==> src/rtl/key_conditioner_pkg.sv <==
// key_pkg: shared types and timing constants for the push-button conditioner.
//   key_state_e      : per-channel state (IDLE, HELD, LONG)
//   *_BOARD          : 50 MHz board timing (20 ms debounce, 1 s hold, 200 ms repeat)
//   *_SIM            : small values used when simulating
package key_pkg;

  typedef enum logic [1:0] {
    IDLE = 2'd0,
    HELD = 2'd1,
    LONG = 2'd2
  } key_state_e;

  localparam int DB_W   = 20;
  localparam int HOLD_W = 27;

  localparam logic [DB_W-1:0]   DEBOUNCE_CYCLES_BOARD = 20'd1000000;
  localparam logic [HOLD_W-1:0] HOLD_CYCLES_BOARD     = 27'd50000000;
  localparam logic [HOLD_W-1:0] REPEAT_CYCLES_BOARD   = 27'd10000000;

  localparam logic [DB_W-1:0]   DEBOUNCE_CYCLES_SIM   = 20'd5;
  localparam logic [HOLD_W-1:0] HOLD_CYCLES_SIM       = 27'd20;
  localparam logic [HOLD_W-1:0] REPEAT_CYCLES_SIM     = 27'd8;

endpackage

==> src/rtl/key_conditioner_if.sv <==
// key_conditioner_if: groups the per-channel key inputs and event outputs.
//   key_n     : raw active-low buttons (asynchronous)
//   repeat_en : per-channel auto-repeat enable
//   pressed   : debounced level, 1 = held
//   press_p / release_p / long_p / repeat_p : single-cycle event pulses
// master drives the keys (board / bench), slave is the conditioner.
interface key_conditioner_if #(
  parameter int N_KEYS = 4
);
  logic [N_KEYS-1:0] key_n;
  logic [N_KEYS-1:0] repeat_en;
  logic [N_KEYS-1:0] pressed;
  logic [N_KEYS-1:0] press_p;
  logic [N_KEYS-1:0] release_p;
  logic [N_KEYS-1:0] long_p;
  logic [N_KEYS-1:0] repeat_p;

  modport master (
    output key_n, repeat_en,
    input  pressed, press_p, release_p, long_p, repeat_p
  );

  modport slave (
    input  key_n, repeat_en,
    output pressed, press_p, release_p, long_p, repeat_p
  );
endinterface

==> src/rtl/key_channel.sv <==
// key_channel: one button channel.
//   i_clk, i_rst_n : clock, asynchronous active-low reset
//   i_key_n        : raw active-low button
//   i_repeat_en    : auto-repeat enable
//   o_pressed      : debounced level
//   o_press_p, o_release_p, o_long_p, o_repeat_p : registered one-cycle events
// Two-flop synchroniser -> debounce counter -> IDLE/HELD/LONG FSM with a
// shared hold/repeat counter.
module key_channel
  import key_pkg::*;
#(
  parameter logic [DB_W-1:0]   DEBOUNCE_CYCLES = DEBOUNCE_CYCLES_BOARD,
  parameter logic [HOLD_W-1:0] HOLD_CYCLES     = HOLD_CYCLES_BOARD,
  parameter logic [HOLD_W-1:0] REPEAT_CYCLES   = REPEAT_CYCLES_BOARD,
  parameter int                CNT_W           = 27
) (
  input  logic i_clk,
  input  logic i_rst_n,
  input  logic i_key_n,
  input  logic i_repeat_en,
  output logic o_pressed,
  output logic o_press_p,
  output logic o_release_p,
  output logic o_long_p,
  output logic o_repeat_p
);

  localparam logic [DB_W-1:0]  DB_M1   = DEBOUNCE_CYCLES - DB_W'(1);
  localparam logic [CNT_W-1:0] HOLD_M1 = CNT_W'(HOLD_CYCLES - HOLD_W'(1));
  localparam logic [CNT_W-1:0] REP_M1  = CNT_W'(REPEAT_CYCLES - HOLD_W'(1));

  logic            r_sync1;
  logic            r_sync2;
  logic            w_s;
  logic [DB_W-1:0] r_db_cnt;
  logic            r_pressed;
  logic            w_toggle;
  logic            w_acc_press;
  logic            w_acc_rel;

  key_state_e      r_state;
  key_state_e      w_state_nxt;
  logic [CNT_W-1:0] r_hold_cnt;
  logic [CNT_W-1:0] w_hold_cnt_nxt;
  logic            r_press_p;
  logic            r_release_p;
  logic            r_long_p;
  logic            r_repeat_p;
  logic            w_long_nxt;
  logic            w_repeat_nxt;

  // Synchroniser resets to the released level so no spurious press at start-up.
  always_ff @(posedge i_clk or negedge i_rst_n) begin
    if (!i_rst_n) begin
      r_sync1 <= 1'b1;
      r_sync2 <= 1'b1;
    end else begin
      r_sync1 <= i_key_n;
      r_sync2 <= r_sync1;
    end
  end

  assign w_s         = ~r_sync2;
  assign w_toggle    = (w_s != r_pressed) && (r_db_cnt == DB_M1);
  assign w_acc_press = w_toggle & ~r_pressed;
  assign w_acc_rel   = w_toggle &  r_pressed;

  always_ff @(posedge i_clk or negedge i_rst_n) begin
    if (!i_rst_n) begin
      r_db_cnt  <= '0;
      r_pressed <= 1'b0;
    end else if (w_s == r_pressed) begin
      r_db_cnt  <= '0;
    end else if (w_toggle) begin
      r_db_cnt  <= '0;
      r_pressed <= ~r_pressed;
    end else begin
      r_db_cnt  <= r_db_cnt + DB_W'(1);
    end
  end

  // Release is checked first so it overrides a coincident long/repeat threshold.
  always_comb begin
    w_state_nxt    = r_state;
    w_hold_cnt_nxt = r_hold_cnt;
    w_long_nxt     = 1'b0;
    w_repeat_nxt   = 1'b0;
    if (w_acc_rel) begin
      w_state_nxt    = IDLE;
      w_hold_cnt_nxt = '0;
    end else begin
      unique case (r_state)
        IDLE: begin
          if (w_acc_press) begin
            w_state_nxt    = HELD;
            w_hold_cnt_nxt = '0;
          end
        end
        HELD: begin
          if (r_hold_cnt == HOLD_M1) begin
            w_state_nxt    = LONG;
            w_hold_cnt_nxt = '0;
            w_long_nxt     = 1'b1;
          end else begin
            w_hold_cnt_nxt = r_hold_cnt + CNT_W'(1);
          end
        end
        LONG: begin
          if (!i_repeat_en) begin
            w_hold_cnt_nxt = '0;
          end else if (r_hold_cnt == REP_M1) begin
            w_hold_cnt_nxt = '0;
            w_repeat_nxt   = 1'b1;
          end else begin
            w_hold_cnt_nxt = r_hold_cnt + CNT_W'(1);
          end
        end
        default: begin
          w_state_nxt    = IDLE;
          w_hold_cnt_nxt = '0;
        end
      endcase
    end
  end

  always_ff @(posedge i_clk or negedge i_rst_n) begin
    if (!i_rst_n) begin
      r_state     <= IDLE;
      r_hold_cnt  <= '0;
      r_press_p   <= 1'b0;
      r_release_p <= 1'b0;
      r_long_p    <= 1'b0;
      r_repeat_p  <= 1'b0;
    end else begin
      r_state     <= w_state_nxt;
      r_hold_cnt  <= w_hold_cnt_nxt;
      r_press_p   <= w_acc_press;
      r_release_p <= w_acc_rel;
      r_long_p    <= w_long_nxt;
      r_repeat_p  <= w_repeat_nxt;
    end
  end

  assign o_pressed   = r_pressed;
  assign o_press_p   = r_press_p;
  assign o_release_p = r_release_p;
  assign o_long_p    = r_long_p;
  assign o_repeat_p  = r_repeat_p;

endmodule

==> src/rtl/key_conditioner.sv <==
// key_conditioner: N_KEYS independent push-button conditioners.
//   CLOCK_50 : system clock
//   reset_n  : asynchronous active-low reset
//   bus      : key_conditioner_if slave (key_n, repeat_en in;
//              pressed, press_p, release_p, long_p, repeat_p out)
module key_conditioner
  import key_pkg::*;
#(
  parameter int                N_KEYS          = 4,
  parameter logic [DB_W-1:0]   DEBOUNCE_CYCLES = DEBOUNCE_CYCLES_BOARD,
  parameter logic [HOLD_W-1:0] HOLD_CYCLES     = HOLD_CYCLES_BOARD,
  parameter logic [HOLD_W-1:0] REPEAT_CYCLES   = REPEAT_CYCLES_BOARD,
  parameter int                CNT_W           = 27
) (
  input  logic              CLOCK_50,
  input  logic              reset_n,
  key_conditioner_if.slave  bus
);

  logic [N_KEYS-1:0] w_pressed;
  logic [N_KEYS-1:0] w_press_p;
  logic [N_KEYS-1:0] w_release_p;
  logic [N_KEYS-1:0] w_long_p;
  logic [N_KEYS-1:0] w_repeat_p;

  for (genvar g = 0; g < N_KEYS; g++) begin : g_ch
    key_channel #(
      .DEBOUNCE_CYCLES (DEBOUNCE_CYCLES),
      .HOLD_CYCLES     (HOLD_CYCLES),
      .REPEAT_CYCLES   (REPEAT_CYCLES),
      .CNT_W           (CNT_W)
    ) u_ch (
      .i_clk       (CLOCK_50),
      .i_rst_n     (reset_n),
      .i_key_n     (bus.key_n[g]),
      .i_repeat_en (bus.repeat_en[g]),
      .o_pressed   (w_pressed[g]),
      .o_press_p   (w_press_p[g]),
      .o_release_p (w_release_p[g]),
      .o_long_p    (w_long_p[g]),
      .o_repeat_p  (w_repeat_p[g])
    );
  end

  assign bus.pressed   = w_pressed;
  assign bus.press_p   = w_press_p;
  assign bus.release_p = w_release_p;
  assign bus.long_p    = w_long_p;
  assign bus.repeat_p  = w_repeat_p;

endmodule

==> src/flat_wrapper.sv <==
// flat-port wrapper written by rule: the top's interface ports become plain ports
module key_conditioner_flat import key_pkg::*;
#(
  parameter int                N_KEYS          = 4,
  parameter logic [DB_W-1:0]   DEBOUNCE_CYCLES = DEBOUNCE_CYCLES_BOARD,
  parameter logic [HOLD_W-1:0] HOLD_CYCLES     = HOLD_CYCLES_BOARD,
  parameter logic [HOLD_W-1:0] REPEAT_CYCLES   = REPEAT_CYCLES_BOARD,
  parameter int                CNT_W           = 27
)
  (CLOCK_50, reset_n, bus_key_n, bus_repeat_en, bus_pressed, bus_press_p, bus_release_p, bus_long_p, bus_repeat_p);
  key_conditioner_if #(.N_KEYS(N_KEYS)) bus_i ();
  input  logic CLOCK_50;
  input  logic reset_n;
  input wire logic [$bits(bus_i.key_n)-1:0] bus_key_n;
  input wire logic [$bits(bus_i.repeat_en)-1:0] bus_repeat_en;
  output wire logic [$bits(bus_i.pressed)-1:0] bus_pressed;
  output wire logic [$bits(bus_i.press_p)-1:0] bus_press_p;
  output wire logic [$bits(bus_i.release_p)-1:0] bus_release_p;
  output wire logic [$bits(bus_i.long_p)-1:0] bus_long_p;
  output wire logic [$bits(bus_i.repeat_p)-1:0] bus_repeat_p;
  assign bus_i.key_n = bus_key_n;
  assign bus_i.repeat_en = bus_repeat_en;
  assign bus_pressed = bus_i.pressed;
  assign bus_press_p = bus_i.press_p;
  assign bus_release_p = bus_i.release_p;
  assign bus_long_p = bus_i.long_p;
  assign bus_repeat_p = bus_i.repeat_p;
  key_conditioner #(.N_KEYS(N_KEYS), .DEBOUNCE_CYCLES(DEBOUNCE_CYCLES), .HOLD_CYCLES(HOLD_CYCLES), .REPEAT_CYCLES(REPEAT_CYCLES), .CNT_W(CNT_W)) u_core (.CLOCK_50(CLOCK_50), .reset_n(reset_n), .bus(bus_i));
endmodule
==> config.mk <==
export PLATFORM = sky130hd
export DESIGN_NAME = key_conditioner_flat
export DESIGN_NICKNAME = d
export VERILOG_FILES = /design/src/rtl/key_conditioner_pkg.sv /design/src/rtl/key_conditioner_if.sv /design/src/rtl/key_channel.sv /design/src/rtl/key_conditioner.sv /design/src/flat_wrapper.sv
export SDC_FILE = /design/constraint.sdc
export NUM_CORES = 1
export LEC_CHECK = 0
export ABC_CLOCK_PERIOD_IN_PS = 5700
export BUFFER_PORTS_ARGS = -buffer_cell sky130_fd_sc_hd__buf_2
export CAP_MARGIN = 20
export CORE_MARGIN = 5
export CORE_UTILIZATION = 42
export CTS_BUF_LIST = sky130_fd_sc_hd__clkbuf_2
export CTS_CLUSTER_SIZE = 8
export DETAILED_ROUTE_END_ITERATION = 7
export GPL_TIMING_DRIVEN = 0
export PLACE_DENSITY = 0.55
export SYNTH_ARGS = -nofsm -noshare
export SYNTH_HDL_FRONTEND = slang
export SYNTH_SLANG_ARGS = --single-unit
==> constraint.sdc <==
create_clock -name CLOCK_50 -period 5.7 [get_ports CLOCK_50]
set_input_delay 0.855 -clock CLOCK_50 [delete_from_list [all_inputs] [get_ports CLOCK_50]]
set_output_delay 0.855 -clock CLOCK_50 [all_outputs]
set_load 0.005 [all_outputs]
After elaboration in Yosys (flattened, before gate mapping)
Index checks and enable logic that the tools add are counted.
- add/subtract/negate cells: 8
- reduce and logical (&&, ||, !) cells: 16
- equal/unequal tests: 40
- mux-type cells: 76
- bitwise operators: 20
- operators by type and width (kind ; count):
    $mux W27 ; 20
    $pmux W27 S3 ; 4
    $mux W20 ; 8
    $add A27 B1 Y27 const B ; 4
    $eq A27 B24 Y1 const B ; 4
    $eq A27 B26 Y1 const B ; 4
    $add A20 B1 Y20 const B ; 4
    $eq A20 B20 Y1 const B ; 4
    $mux W1 ; 28
    $mux W2 ; 12
    $ne A3 B3 Y1 const B ; 8
    $pmux W2 S3 ; 4
    $not A1 Y1 ; 12
    $reduce_and A3 Y1 ; 4
    $and A1 B1 Y1 ; 8
    $eq A2 B1 Y1 const B ; 4
    $eq A2 B2 Y1 const B ; 4
    $logic_not A2 Y1 ; 4
    $ne A2 B2 Y1 const B ; 4
    $reduce_and A2 Y1 ; 4
    $eq A1 B1 Y1 ; 4
    $logic_and A1 B1 Y1 ; 4
    $ne A1 B1 Y1 ; 4
- bits of input ports: 10
- output and inout port bits: 20
- logic and storage cells: 200
- register bits: 224

Depth between registers and ports, before layout
Gate-level depths: netlist of run 1.
- depth in word-level cells: 7
- mapped depth: 9
- gate-level depth less buffers: 7

Cells and area by module
From an unflattened synthesis of run 1, not the netlist that was laid out.
- cell total of the unflattened synthesis: 1270
- area total of the unflattened synthesis: 11987.7 um2
- by module, submodules not included (module ; times used ; cells an instance ; sequential area each (um2) ; area an instance (um2)):
    key_channel (u_core.g_ch[0].u_ch ...) ; 3 ; 320 ; 1403.8 ; 3007.9
    key_channel (u_core.g_ch[3].u_ch) ; 1 ; 310 ; 1403.8 ; 2964.1

Least setup slack after synthesis of run 1
OpenSTA, ideal clock, no wires.
- path kind: register to register
- start point: register u_core.g_ch[2].u_ch.r_db_cnt[0]
- end point: register u_core.g_ch[2].u_ch.r_hold_cnt[21]
- period minus slack after synthesis: 2.549 ns
- buffers on the path: 2
- library setup time: 0.069 ns
- data required time: 5.631 ns
- stages on the path, launching flop included: 10
- setup slack: 3.151 ns
- data arrival time: 2.480 ns
- path through: dfrtp_1 ha_1 nand3_1 or4_1 clkbuf_1 o31a_1 a211o_1 buf_2 or3_1 nand3_1
- cells in the longest elaborated chain, start to end: 4
- elaborated cells between the ends (all ways): 6
- those cells by class: eq/ne: 2; mux: 1; bitwise: 2; reduce/logical: 1
- ends and longest elaborated chain (what ; RTL line ; text):
    start: declaration ; key_channel.sv:35 ; logic [DB_W-1:0] r_db_cnt;
    start signal: assignment ; key_channel.sv:78 ; r_db_cnt <= r_db_cnt + DB_W'(1);
    $eq A20 B20 Y1 * ; key_channel.sv:64 ; assign w_toggle = (w_s != r_pressed) && (r_db_cnt == DB_M1);
    $logic_and A1 B1 Y1 * ; key_channel.sv:64 ;
    $and A1 B1 Y1 (on tied branches) ; key_channel.sv:65, key_channel.sv:66 ;
    $ne A3 B3 Y1 (no source line) or $mux W27 (tied branches) ; - ;
    end signal: assignment ; key_channel.sv:136 ; r_hold_cnt <= w_hold_cnt_nxt;
    end: declaration ; key_channel.sv:43 ; logic [CNT_W-1:0] r_hold_cnt;
Every way passes the cells marked *; elsewhere a longest branch is shown, timed or not.
A chain may end at the register's enable or synchronous reset.

Final worst setup path of run 1
- start point: register u_core.g_ch[1].u_ch.r_hold_cnt[11]
- end point: register u_core.g_ch[1].u_ch.r_hold_cnt[17]
- cells in the longest elaborated chain, start to end: 5
- elaborated cells between the ends (all ways): 8
- those cells by class: add/sub: 1; eq/ne: 2; mux: 5
- ends and longest elaborated chain (what ; RTL line ; text):
    start: declaration ; key_channel.sv:43 ;
    start signal: assignment ; key_channel.sv:136 ;
    $add A27 B1 Y27 or $eq A27 B24 Y1 (tied branches) ; key_channel.sv:105, key_channel.sv:115, key_channel.sv:111 ;
    $mux W27 ; key_channel.sv:111 ; end else if (r_hold_cnt == REP_M1) begin
    $mux W27 ; key_channel.sv:109 ; if (!i_repeat_en) begin
    $pmux W27 S3 * ; key_channel.sv:92 ; unique case (r_state)
    $mux W27 * ; key_channel.sv:88 ; if (w_acc_rel) begin
Marks and branches as above.

==> results.toml, run 1 <==
[clock_tree]
clockBufferDepth = 3
numCtsBuffers = 60
clk_latency_ps = 880
cts-root-buf = "sky130_fd_sc_hd__clkbuf_2"
tritoncts_clock_tree = "built"
cts.sinks = 224
post_cts_resize_count = 0
htree_levels = 2
cts_setup_buffers = 0
worst_setup_hold_path_clk_slew_ps = 100

[critical_path]
cp_cell_sequence = "clkbuf_1, or4_1, nor4_1, a41o_1, a211oi_2, clkbuf_1, a31oi_1, o31ai_1"
reg2reg_slack_ps = 2540
r2r-end = "u_core.g_ch[1].u_ch.r_hold_cnt[17]"
setup.worst_path.start_class = "flip-flop"
r2r_start = "u_core.g_ch[1].u_ch.r_hold_cnt[11]"
worst-path-buf-inv = 2
critPathCaptureType = "flip-flop"
slowest_delay_ps = 780
timing.setup.critical_path_class = "flip-flop to flip-flop"
timing.critical_path.fanout_max = 10
crit_required_ps = 6400
worst_path_dominant_cell_family = "simple AND/OR/NAND/NOR gates"
cp_data_arrival_time_ps = 3860
worst_path_max_delay_cell = "sky130_fd_sc_hd__nor4_1"
crit_path_frequent_cell = "sky130_fd_sc_hd__clkbuf_1"
ff2ff_path_depth = 8

[detailed_routing]
detailedRoute.firstPassIterationCount = 6
route.final.wire_length_mm = 27.04
remaining_drc_errors = 0
dr_total_vias = 9922
post_drt_via_cell_ratio = 5.464
final_antenna_net_count = 0
post_drt_wl_per_cell_um = 14.89
drt-initial-drc-count = 476

[logic_synthesis]
seq_total_area_yosys = 0.4737
netlist_area_um2 = 11850
postSynthNetCount = 1324
share_of_cell_area_taken_by_muxes_after_synthesis = 0.004222
synth-seq-cells = 224
main_combinational_cell_family_by_area_after_synthesis = "simple AND/OR/NAND/NOR gates"
netlist_instances = 1290
ys_types = 63
adder_and_majority_cell_fraction_of_the_synthesized_area = 0.02533
synth-edff-count = 0
synth_xor_xnor_area_share = 0.05689
synth-compound-area-share = 0.1082
dominantRegCellSynth = "sky130_fd_sc_hd__dfrtp_1"
synth_simple_gate_area_share = 0.2897
synthesis.yosys.warnings = 0
syn_avg_cell_area_um2 = 9.189
async_reset_ff_frac = 1.000

[placed_design]
globalplace.congestion = 0.8335
dp_worst_setup_slack_ps = 2606
io_buffers = 29
place.detailed.hpwl_mm = 18.07
placedInstanceArea_um2 = 12560

[finish]
nets = 1424
final_cell_mix = "216 x sky130_fd_sc_hd__dfrtp_1, 164 x sky130_fd_sc_hd__nand2_1, 144 x sky130_fd_sc_hd__nand3_1, 121 x sky130_fd_sc_hd__nor2_1, 101 x sky130_fd_sc_hd__clkbuf_2"
layout-drive-gt1-share = 0.1287
fillers = 2706
layout.cells.most_common = "sky130_fd_sc_hd__dfrtp_1"
design_area_um2 = 13140
area_growth_pct = 10.88

[die]
core_area_um2 = 27860
die-area_um2 = 31680
dieWidth_um = 178
design.portCount = 30
floorplan.rows = 61
floorplan.initialDensity = 0.4255
die_h_um = 178

[status]
status = "completed"

[flow_run]
max-cap-violations = 0

[power_and_ir_drop]
static-leakage-power_nw = 5.924
seq_power_share = 0.573
p_comb_frac = 0.023
p_int_w = 0.002075
power.share.switching = 0.2605
total_power_w = 0.002806
switchingPower_w = 0.0007307
clock_power_share = 0.403
power-per-cell-area_nw_per_um2 = 213.4
vdd_ir_drop_max_mv = 0.1442

[sta]
achievable-frequency_mhz = 316.1
layout_worst_path_cycle_share = 0.5550
timing.final.hold_violations = 0
timing.hold.ws_ps = 252.9
rsz0062_at_grt = "no"
worst_slack_ps = 2536
post-route-min-period_ps = 3164
worst_slew_pin_slew_ps = 998.6
clock-skew-final_ps = 55.37
timing.max_slew.rel_slack = 0.3282
drv_slew = 0
setup_viol_count_final = 0

[min_path]
hold_depth = 3
timing.hold.worst.class = "primary input to flip-flop"
hold_start = "bus_repeat_en[1]"
hold_path_end = "u_core.g_ch[1].u_ch.o_repeat_p"

[global_route]
first_global_vias = 9521
antenna_violations_before_repair = 1
global_route_wire_length_before_repair_mm = 46.80
grt-ovfl-total = 0
pin_count_of_the_biggest_net_entering_global_routing = 96
groute.usage.overall = 0.1754
## sequential cells by signal, indices dropped and copies added (netlist names)
name                          flops
u_core.g_ch.u_ch.o_pressed        4
u_core.g_ch.u_ch.o_press_p        4
u_core.g_ch.u_ch.r_state          8
u_core.g_ch.u_ch.o_release_p      4
u_core.g_ch.u_ch.r_sync1          4
u_core.g_ch.u_ch.o_repeat_p       4
u_core.g_ch.u_ch.r_sync2          4
u_core.g_ch.u_ch.r_hold_cnt     108
u_core.g_ch.u_ch.o_long_p         4
u_core.g_ch.u_ch.r_db_cnt        80
## per-stage QoR
step / instances / utilization / setup TNS, ps
after floorplan: 1290 / - / 0
after global placement: 1697 / 0.4477 / -81490
after detailed placement: 1701 / 0.4507 / 0
after CTS: 1815 / 0.4717 / 0
after global routing: 1816 / 0.4718 / 0
final: 1816 / 0.4718 / 0
## metal layers
metal | GRT usage | wire (um)
met5 | 0 | 0
met4 | 0.05479 | 570
met3 | 0.03646 | 1261
met2 | 0.2741 | 12190
met1 | 0.2459 | 13010
## power groups by stage
stage / combinational, W / sequential, W / clock, W
final: 0.0000658 / 0.00161 / 0.00113
after global routing: 0.0000793 / 0.00161 / 0.00129
after CTS: 0.0000703 / 0.00161 / 0.00121
after detailed placement: 0.0000674 / 0.00164 / 0
after global placement: 0.0000619 / 0.00164 / 0
after floorplan: 0.0000194 / 0.00164 / 0
## cells by family after synthesis
logic type	after synthesis
AOI/OAI and AO/OA	178
xor gates and xnor gates	77
adders and majority gates	24
buffers and inverters	111
DFF	224
muxes	5
and+or+nand+nor	671
## worst max-delay path by stage
stage                                             from                                 end  depth (start not counted)
finish              u_core.g_ch[1].u_ch.r_hold_cnt[11]  u_core.g_ch[1].u_ch.r_hold_cnt[17]                          8
detailed placement  u_core.g_ch[1].u_ch.r_hold_cnt[11]  u_core.g_ch[1].u_ch.r_hold_cnt[25]                          8
global placement                               reset_n  u_core.g_ch[0].u_ch.r_hold_cnt[23]                          1
CTS                 u_core.g_ch[1].u_ch.r_hold_cnt[11]  u_core.g_ch[1].u_ch.r_hold_cnt[25]                          8
global route          u_core.g_ch[0].u_ch.r_db_cnt[11]  u_core.g_ch[0].u_ch.r_hold_cnt[17]                          7
floorplan              u_core.g_ch[2].u_ch.r_db_cnt[0]  u_core.g_ch[2].u_ch.r_hold_cnt[21]                          9
## synthesized netlist by cell type (all sizes together), types with 18 or more instances
library cell  number  share of area
a21oi             23         0.0097
nand2            164          0.052
buf               25          0.015
nor3              25          0.011
o311ai            49          0.036
nor2             121          0.038
xor2              36          0.027
nand4             45          0.024
and3              20          0.011
or3               28          0.015
and4              18          0.013
dfrtp            216           0.46
ha                24          0.025
nand3            144          0.061
inv               46          0.015
nor4              24          0.013
o21ai             38          0.016
xnor2             41          0.030
clkbuf            40          0.013
## what timing repair did
action                                 CTS  global route
endpoints found under the hold margin   55             0
setup endpoints to repair                0             0
hold buffers                             5             0
## layout make-up
class,instances,area [um2],area share
diodes,1,2.502,0.0001904
plain buffers,65,324.1,0.02465
clock buffers,101,505.5,0.03846
clock inverters,8,30.03,0.002285
inverters,46,172.7,0.01314
multi-input cells,955,5748,0.4373
flip-flops and latches,224,5615,0.4272
well taps,378,473.0,0.03598
repair buffers,38,272.8,0.02075
## worst register-to-register path, cell delays in order, from the launching register on
cell                       delay (ps)
sky130_fd_sc_hd__dfrtp_1          360
sky130_fd_sc_hd__clkbuf_1         210
sky130_fd_sc_hd__or4_1            560
sky130_fd_sc_hd__nor4_1           780
sky130_fd_sc_hd__a41o_1           320
sky130_fd_sc_hd__a211oi_2         140
sky130_fd_sc_hd__clkbuf_1         330
sky130_fd_sc_hd__a31oi_1          240
sky130_fd_sc_hd__o31ai_1           90
Note: power is estimated with default switching activity, not from simulation.
==> run 2: changes to the inputs <==
Settings changed: ABC_CLOCK_PERIOD_IN_PS 5700 to 2630, PLACE_DENSITY 0.55 to 0.57.
Clock period 5.7 ns to 2.63 ns, I/O delays scaled along.
==> run 2 against run 1 <==
Effect of this change:
- worst hold slack worse by 90 ps
- final cell count is 1.5% higher
- global-route usage rose by 0.096 points
- critical path type unchanged
==> results.toml, run 2 (synthesized netlist as in run 1, its figures left out) <==
[global_route]
antenna_violations_before_repair = 1
grt-ovfl-total = 0
groute.usage.overall = 0.1764
pin_count_of_the_biggest_net_entering_global_routing = 105
first_global_vias = 9650
global_route_wire_length_before_repair_mm = 46.81

[sta]
setup_viol_count_final = 0
timing.final.hold_violations = 0
post-route-min-period_ps = 2587
drv_slew = 0
worst_slew_pin_slew_ps = 961.5
achievable-frequency_mhz = 386.6
layout_worst_path_cycle_share = 0.9836
clock-skew-final_ps = 69.94
rsz0062_at_grt = "yes"
worst_slack_ps = 43.21
tns_ps = 0
timing.max_slew.rel_slack = 0.3531
timing.hold.ws_ps = 163.0

[die]
design.portCount = 30
floorplan.rows = 61
die-area_um2 = 31680
core_area_um2 = 27860
floorplan.initialDensity = 0.4255
die_h_um = 178
dieWidth_um = 178

[placed_design]
placedInstanceArea_um2 = 12560
dp_worst_setup_slack_ps = -334.0
io_buffers = 29
globalplace.congestion = 0.8364
place.detailed.hpwl_mm = 17.75

[detailed_routing]
final_antenna_net_count = 0
post_drt_via_cell_ratio = 5.473
route.final.wire_length_mm = 27.34
post_drt_wl_per_cell_um = 14.83
drt-initial-drc-count = 600
remaining_drc_errors = 0
detailedRoute.firstPassIterationCount = 5
dr_total_vias = 10090

[critical_path]
crit_start = "u_core.g_ch[2].u_ch.r_db_cnt[1]"
ff2ff_path_depth = 9
timing.setup.critical_path_class = "flip-flop to flip-flop"
last_element_of_the_critical_path = "u_core.g_ch[2].u_ch.r_hold_cnt[22]"
r2r-end = "u_core.g_ch[2].u_ch.r_hold_cnt[22]"
timing.critical_path.fanout_max = 4
r2r_start = "u_core.g_ch[2].u_ch.r_db_cnt[1]"
setup.worst_path.start_class = "flip-flop"
crit_required_ps = 3330
reg2reg_slack_ps = 40
critPathCaptureType = "flip-flop"
cp_data_arrival_time_ps = 3280

[power_and_ir_drop]
vdd_ir_drop_max_mv = 0.3190
total_power_w = 0.006330
power-per-cell-area_nw_per_um2 = 461.8
static-leakage-power_nw = 6.148

[finish]
design_area_um2 = 13710
final_cell_mix = "214 x sky130_fd_sc_hd__dfrtp_1, 162 x sky130_fd_sc_hd__nand2_1, 141 x sky130_fd_sc_hd__nand3_1, 120 x sky130_fd_sc_hd__nor2_1, 103 x sky130_fd_sc_hd__clkbuf_2"
fillers = 2656
largest_register_ffs = 108
regMostFlops = "u_core.g_ch.u_ch.r_hold_cnt"
area_growth_pct = 15.64
layout-drive-gt1-share = 0.1777
layout.cells.most_common = "sky130_fd_sc_hd__dfrtp_1"
nets = 1451
biggest_registers_after_layout = "u_core.g_ch.u_ch.r_hold_cnt x108, u_core.g_ch.u_ch.r_db_cnt x80, u_core.g_ch.u_ch.r_state x8"

[clock_tree]
htree_levels = 3
clk_latency_ps = 820
cts.sinks = 224
clockBufferDepth = 3
worst_setup_hold_path_clk_slew_ps = 110
tritoncts_clock_tree = "built"
cts-root-buf = "sky130_fd_sc_hd__clkbuf_2"
numCtsBuffers = 66

[min_path]
timing.hold.worst.class = "primary input to asynchronous set/reset pin"

[flow_run]
max-cap-violations = 0

[status]
status = "completed"
## run 2: what timing repair did
action | 4_1_cts | 5_1_grt
setup buffers | 9 | 9
gates resized for setup | 34 | 62
hold endpoints to repair | 147 | 0
pin swaps | 6 | 16
hold buffers | 10 | 0
cloned | 0 | 1
setup endpoints to repair | 135 | 141
## run 2: worst max-delay path, stage by stage (launching register included)
cell                      delay [ps]
sky130_fd_sc_hd__dfrtp_1         380
sky130_fd_sc_hd__ha_2            210
sky130_fd_sc_hd__nand3_2         100
sky130_fd_sc_hd__or4_4           580
sky130_fd_sc_hd__o31a_1          370
sky130_fd_sc_hd__buf_4           160
sky130_fd_sc_hd__buf_4           140
sky130_fd_sc_hd__nor4_1          350
sky130_fd_sc_hd__xnor2_1         160
sky130_fd_sc_hd__nor2_1           50
## run 2: how the worst min path moves through the flow
stage,end,start,cells past startpoint,slack [ps]
finish,u_core.g_ch[2].u_ch.r_hold_cnt[12],reset_n,3,160
global route,u_core.g_ch[2].u_ch.r_hold_cnt[26],reset_n,3,80
CTS,u_core.g_ch[3].u_ch.r_sync1,reset_n,2,60
detailed placement,u_core.g_ch[3].u_ch.r_hold_cnt[14],reset_n,1,300
global placement,u_core.g_ch[0].u_ch.r_sync2,u_core.g_ch[0].u_ch.r_sync1,0,350
floorplan,u_core.g_ch[0].u_ch.o_long_p,reset_n,0,100
## run 2: cell type report
class / instances / area (um2) / share of cell area
Multi-Input combinational cell: 956 / 5998 / 0.4376
Sequential cell: 224 / 5618 / 0.4098
Timing Repair Buffer: 61 / 480.5 / 0.03505
Tap cell: 378 / 473.0 / 0.03450
Clock buffer: 92 / 460.4 / 0.03359
Buffer: 62 / 360.3 / 0.02629
Inverter: 46 / 172.7 / 0.01260
Clock inverter: 22 / 140.1 / 0.01022
Antenna cell: 2 / 5.005 / 0.0003651
## run 2: routing by layer
metal  wire length [um]  vias up  global-route usage
li1                   -     4987                   -
met1              13180     4857              0.2463
met2              12270      188              0.2691
met3               1211       55             0.03582
met4                670        0             0.07187
met5                  0        -                   0
## run 2: metrics by stage
stage,cells,util
floorplan,1290,-
global placement,1697,0.4477
detailed placement,1701,0.4507
CTS,1833,0.4828
global route,1843,0.4921
finish,1843,0.4921
## run 2: where the power goes
part	switching, W	internal [W]
Sequential	0.0000175	0.00347
Clock	0.00153	0.00114
Combinational	0.000113	0.0000572
